--- config.mk ---
export PLATFORM = sky130hd
export DESIGN_NAME = ec_gen_error_pipe
export DESIGN_NICKNAME = d
export VERILOG_FILES = /design/src/rtl/ec_gen_error_pipe.sv
export SDC_FILE = /design/constraint.sdc
export NUM_CORES = 1
export LEC_CHECK = 0
export CAP_MARGIN = 20
export CORE_MARGIN = 2
export CORE_UTILIZATION = 56
export CTS_CLUSTER_SIZE = 40
export DETAILED_ROUTE_END_ITERATION = 10
export GPL_ROUTABILITY_DRIVEN = 1
export HOLD_SLACK_MARGIN = 0.15
export PLACE_DENSITY = 0.84
export SYNTH_ARGS = -nofsm -noshare
export SYNTH_HDL_FRONTEND = slang
export SYNTH_HIERARCHICAL = 1
export SYNTH_SLANG_ARGS = --single-unit
--- constraint.sdc ---
create_clock -name clk -period 4.85 [get_ports clk]
set_clock_uncertainty 0.05 [all_clocks]
set_input_delay 0.97 -clock clk [delete_from_list [all_inputs] [get_ports clk]]
set_output_delay 0.97 -clock clk [all_outputs]
set_load 0.1 [all_outputs]
--- src/rtl/ec_gen_error_pipe.sv ---
// ec_gen_error_pipe
//   Pipelined error classifier for skip-projection RNS error correction.
//   Each digit supplies the sign pair (A,B) of its skip projection. A word is
//   classified as OK, correctable (single consistent projection, index
//   reported), uncorrectable, or malfunction (illegal sign code seen).
//   Latency is $clog2(NUM_DIGITS)+2 cycles, one word per cycle, no backpressure.
// Ports
//   clk, rst_n          clock, synchronous active-low reset
//   in_valid            sign inputs valid this cycle
//   sign_A, sign_B      digit i sign at [2i+1:2i]
//   clr_cnt             synchronous clear of the event counters
//   out_valid           classification valid
//   out_ok/out_corr/out_uncor/out_malf   one-hot class when out_valid
//   err_idx             faulty digit index when out_corr, else 0
//   cnt_corr/cnt_uncor/cnt_malf          saturating event counters

// Per-digit sign compare.
module ec_digit_cmp #(
    parameter logic [1:0] MALF_CODE = 2'b11
) (
    input  logic [1:0] a,
    input  logic [1:0] b,
    output logic       mis,
    output logic       malf
);
    assign mis  = (a != b);
    assign malf = (a == MALF_CODE) | (b == MALF_CODE);
endmodule

module ec_gen_error_pipe #(
    parameter int         NUM_DIGITS = 10,
    parameter int         CNT_W      = 16,
    parameter logic [1:0] MALF_CODE  = 2'b11,
    localparam int        IDX_W      = $clog2(NUM_DIGITS)
) (
    input  logic                    clk,
    input  logic                    rst_n,
    input  logic                    in_valid,
    input  logic [2*NUM_DIGITS-1:0] sign_A,
    input  logic [2*NUM_DIGITS-1:0] sign_B,
    input  logic                    clr_cnt,
    output logic                    out_valid,
    output logic                    out_ok,
    output logic                    out_corr,
    output logic [IDX_W-1:0]        err_idx,
    output logic                    out_uncor,
    output logic                    out_malf,
    output logic [CNT_W-1:0]        cnt_corr,
    output logic [CNT_W-1:0]        cnt_uncor,
    output logic [CNT_W-1:0]        cnt_malf
);
    localparam int LVL = IDX_W;       // reduction stages
    localparam int P   = 1 << LVL;    // leaves after padding to a power of two

    // Reduction node. found/multi/idx track consistent (non-mismatched) digits,
    // lowest index wins.
    typedef struct packed {
        logic             any_mis;
        logic             all_mis;
        logic             malf;
        logic             found;
        logic             multi;
        logic [IDX_W-1:0] idx;
    } node_t;

    function automatic node_t combine(input node_t l, input node_t r);
        node_t n;
        n.any_mis = l.any_mis | r.any_mis;
        n.all_mis = l.all_mis & r.all_mis;
        n.malf    = l.malf | r.malf;
        n.found   = l.found | r.found;
        n.multi   = (l.found & r.found) | l.multi | r.multi;
        n.idx     = l.found ? l.idx : r.idx;
        return n;
    endfunction

    logic [NUM_DIGITS-1:0] mis, malf;

    for (genvar i = 0; i < NUM_DIGITS; i++) begin : g_dig
        ec_digit_cmp #(.MALF_CODE(MALF_CODE)) u_cmp (
            .a    (sign_A[2*i +: 2]),
            .b    (sign_B[2*i +: 2]),
            .mis  (mis[i]),
            .malf (malf[i])
        );
    end

    // Pad leaves: identity elements (no mismatch for OR, mismatch for AND,
    // never found) so padding cannot change the result.
    logic [P-1:0] mis_pad, malf_pad, real_pad;
    node_t        leaf_n [P];

    always_comb begin
        mis_pad  = '0;
        malf_pad = '0;
        real_pad = '0;
        mis_pad[NUM_DIGITS-1:0]  = mis;
        malf_pad[NUM_DIGITS-1:0] = malf;
        real_pad[NUM_DIGITS-1:0] = '1;
        for (int i = 0; i < P; i++) begin
            leaf_n[i].any_mis = mis_pad[i];
            leaf_n[i].all_mis = mis_pad[i] | ~real_pad[i];
            leaf_n[i].malf    = malf_pad[i];
            leaf_n[i].found   = real_pad[i] & ~mis_pad[i];
            leaf_n[i].multi   = 1'b0;
            leaf_n[i].idx     = IDX_W'(i);
        end
    end

    // Heap-ordered tree: leaves at [P..2P-1] form stage 0, node j feeds from
    // 2j/2j+1, so each level is one register stage and the root is tree[1].
    node_t tree [1:2*P-1];

    always_ff @(posedge clk) begin
        for (int i = 0; i < P; i++) tree[P+i] <= leaf_n[i];
        for (int j = 1; j < P; j++) tree[j] <= combine(tree[2*j], tree[2*j+1]);
    end

    logic [LVL:0] vld_pipe;

    always_ff @(posedge clk) begin
        if (!rst_n) vld_pipe <= '0;
        else        vld_pipe <= {vld_pipe[LVL-1:0], in_valid};
    end

    node_t root;
    logic  v, malf_c, uncor_c, ok_c, corr_c;

    always_comb begin
        root    = tree[1];
        v       = vld_pipe[LVL];
        malf_c  = v & root.malf;
        ok_c    = v & ~root.malf & ~root.any_mis;
        corr_c  = v & ~root.malf & ~root.all_mis & root.any_mis & root.found & ~root.multi;
        uncor_c = v & ~malf_c & ~ok_c & ~corr_c;
    end

    always_ff @(posedge clk) begin
        if (!rst_n) begin
            out_valid <= 1'b0;
            out_ok    <= 1'b0;
            out_corr  <= 1'b0;
            out_uncor <= 1'b0;
            out_malf  <= 1'b0;
            err_idx   <= '0;
        end else begin
            out_valid <= v;
            out_ok    <= ok_c;
            out_corr  <= corr_c;
            out_uncor <= uncor_c;
            out_malf  <= malf_c;
            err_idx   <= corr_c ? root.idx : '0;
        end
    end

    localparam logic [CNT_W-1:0] CNT_MAX = '1;

    // Clear wins over a same-cycle event; counters stick at all-ones.
    always_ff @(posedge clk) begin
        if (!rst_n || clr_cnt) begin
            cnt_corr  <= '0;
            cnt_uncor <= '0;
            cnt_malf  <= '0;
        end else begin
            if (out_valid && out_corr  && cnt_corr  != CNT_MAX) cnt_corr  <= cnt_corr  + 1'b1;
            if (out_valid && out_uncor && cnt_uncor != CNT_MAX) cnt_uncor <= cnt_uncor + 1'b1;
            if (out_valid && out_malf  && cnt_malf  != CNT_MAX) cnt_malf  <= cnt_malf  + 1'b1;
        end
    end
endmodule

==> flow_metrics.env <==
export IMPL_status="finished clean"
export IMPL_drv_cap=0
export IMPL_crit_type="flip-flop to primary output"
export IMPL_drive_gt1_frac=0.121
export IMPL_post_drt_wl_per_cell_um=14.2
export IMPL_yosysTopAreaCell="dfxtp_1"
export IMPL_hold_violations=0
export IMPL_boundaryPins=101
export IMPL_path_depth=1
export IMPL_postSynthCellCount=554
export IMPL_multiInputGateArea_um2=2340
export IMPL_grt_use_total=0.202
export IMPL_finalSetupViolations=0
export IMPL_worst_pin_slew_ps=1070
export IMPL_crit_family="buffers and inverters"
export IMPL_io_buffers=100
export IMPL_worstRegToRegCells=6
export IMPL_whs_ps=277
export IMPL_yosys_warnings=6
export IMPL_initial_utilization=0.572
export IMPL_ys_flop_type="dfxtp_1"
export IMPL_grt_pass1_vias=4144
export IMPL_netlist_area_um2=5880
export IMPL_die_y_um=106
export IMPL_cpPeakStageDelay_ps=1220
export IMPL_ys_ff_latch=168
export IMPL_synthToLayoutAreaGrowth_pct=29.0
export IMPL_placedCellCount=778
export IMPL_grt_overflow_total=0
export IMPL_firstDrtPassIters=4
export IMPL_netlist_top_cells_area="dfxtp_1 (57%), nand2_1 (3.3%), or2_2 (3.0%)"
export IMPL_rsz0062_at_grt="no"
export IMPL_async_flop_share=0
export IMPL_n_fill_cell=723
export IMPL_diodes=0
export IMPL_ctsResizeCount=0
export IMPL_slew_viol_final=0
export IMPL_grt_max_degree=34
export IMPL_avgViaCountPerCell=5.39
export IMPL_final_seq_area_um2=3360
export IMPL_synth_edf_count=0
export IMPL_setup_tns_ps=0
export IMPL_drtIter0Drc=103
export IMPL_drc=0
export IMPL_synth_xor_area_share=0.0313
export IMPL_cts_made_buffers=17
export IMPL_ys_seq_area_frac=0.572
export IMPL_synth_top_family_by_area="simple AND/OR/NAND/NOR gates"
export IMPL_final_min_clock_period_ps=3350
export IMPL_critPathSlowestCell="clkdlybuf4s50_1"
export IMPL_cts_max_path_buffers=2
export IMPL_fin_crit_sh=0.690
export IMPL_worstPathRequired_ps=3830
export IMPL_power_density_nw_per_um2=391
export IMPL_hold_depth=0
export IMPL_postCtsSetupRepairBufs=0
export IMPL_yosys_area_share_simple=0.221
export IMPL_synthMuxAreaShare=0.0356
export IMPL_die_area_um2=11300
export IMPL_synth_compound_area_frac=0.103
export IMPL_synth_area_per_cell_um2=10.6
export IMPL_synthAdderAreaFrac=0.00639
export IMPL_leakage_uw=0.00287
export IMPL_fin_util=0.738
export IMPL_vias=4370
export IMPL_dp_hpwl_mm=7.85
export IMPL_vdd_drop_max_mv=0.272
export IMPL_htreeDepth=4
export IMPL_path_buf_inv=1
export IMPL_clk_latency_ps=510
export IMPL_instances_no_fill=811
export IMPL_cts_tree="built"
export IMPL_nNetsFinal=709
export IMPL_cts_hold_buf=0
export IMPL_clkSlewWorstSetupHoldPaths_ps=60
export IMPL_clock_sinks=168
export IMPL_rows=37
export IMPL_finalPower_uw=2960
export IMPL_cp_arrival_ps=2330
export IMPL_crit_chain="clkdlybuf4s50_1"
export IMPL_critPathLaunchType="flip-flop"
export IMPL_ant_nets=0
export IMPL_routabilityCongestion=0.884
export IMPL_path_max_fanout=13
export IMPL_synth_fp_nets=601
export IMPL_hold_path_class="flip-flop to flip-flop"
export IMPL_coreArea_um2=10300
export IMPL_wl_mm=11.5
export IMPL_relSlewSlack=0.289
export IMPL_grt_first_pass_wirelength_mm=18.1
export IMPL_clockRootBuffer="clkbuf_8"
export IMPL_cp_end_kind="primary output"
export IMPL_die_x_um=106
export IMPL_grt_antenna_before_repair=0
export IMPL_yosysTopAreaCellShare=0.572
export IMPL_synth_distinct_cells=54
export IMPL_clock_fmax_mhz=299
==> power by group <==
| group | internal [µW] | leakage, µW | switching, µW |
|---|---|---|---|
| clock network | 770 | 0.000292 | 533 |
| logic | 90.1 | 0.00120 | 51.5 |
| registers | 1480 | 0.00138 | 37.6 |
==> metal layers <==
layer | track usage | up-vias | part of all wire
met4 | 0.0770 | 0 | 0.016
li1 | - | 2176 | -
met3 | 0.0527 | 22 | 0.048
met2 | 0.381 | 133 | 0.54
met1 | 0.213 | 2039 | 0.40
met5 | 0 | - | 0
==> metrics by stage <==
step / cell area, µm² / setup slack, ps
after detailed placement: 6980 / 1650
final: 7580 / 1500
after global routing: 7580 / 1420
after global placement: 6980 / 1750
after floorplan: 5880 / 2460
after CTS: 7570 / 1500
==> cell type report <==
type | count | area share
clock buffers | 20 | 0.0587
flip-flops and latches | 168 | 0.444
inverters | 28 | 0.0139
clock inverters | 12 | 0.0183
repair buffers | 102 | 0.135
well taps | 136 | 0.0224
multi-input cells | 345 | 0.308
==> kinds of logic (layout without fill, tap and decap cells) <==
kind of cell | count (synthesis) | count (layout)
and+or+nand+nor | 210 | 210
buffers and inverters | 41 | 162
adders and majority gates | 3 | 3
AOI/OAI and AO/OA | 91 | 91
muxes | 20 | 20
DFF | 168 | 168
xor gates and xnor gates | 21 | 21
==> worst paths after layout <==
check | start | slack, ps | end
max reg2reg | cnt_malf[0]$_SDFFE_PP0P_ | 2710 | cnt_malf[0]$_SDFFE_PP0P_
min | tree[0][55]$_DFF_P_ | 280 | tree[0][28]$_DFF_P_
min reg2reg | tree[0][55]$_DFF_P_ | 280 | tree[0][28]$_DFF_P_
max | out_valid$_SDFF_PN0_ | 1500 | out_valid
==> placed cells by master, fill, tap and decap left out, types with 3 or more instances in the layout <==
cell,n
nor2_1,8
xnor2_1,20
mux2_2,7
and2_1,23
o21ai_0,13
nor4_1,6
clkinv_2,3
a22o_1,10
and4_4,3
nand2b_1,12
nand4_1,12
a31oi_1,8
and4_1,5
clkdlybuf4s50_1,100
a211o_1,4
nand3_1,11
or3_1,5
o31ai_1,12
inv_1,28
ha_1,3
o41ai_1,3
dfxtp_1,168
mux2i_1,13
o21ai_1,3
clkbuf_16,16
clkbuf_8,3
a21oi_1,26
or2_2,28
or4_1,11
and3_1,9
inv_6,4
nand2_1,51
nor3_1,8
==> cell usage after synthesis, types with 9 or more instances <==
library cell  instances
a21oi_1              26
a22o_1               10
and2_1               23
and3_1                9
dfxtp_1             168
inv_1                28
mux2i_1              13
nand2_1              51
nand2b_1             12
nand3_1              11
nand4_1              12
o21ai_0              13
o31ai_1              12
or2_2                28
or4_1                11
xnor2_1              20
==> sequential cells by signal, indices dropped and copies added, names as in the netlist <==
signal and cells:
cnt_malf 16, err_idx 4, cnt_corr 16, out_corr 1, out_uncor 1, out_ok 1
out_malf 1, cnt_uncor 16, vld_pipe 5, out_valid 1, tree 106
Note: power is estimated with default switching activity, not from simulation.
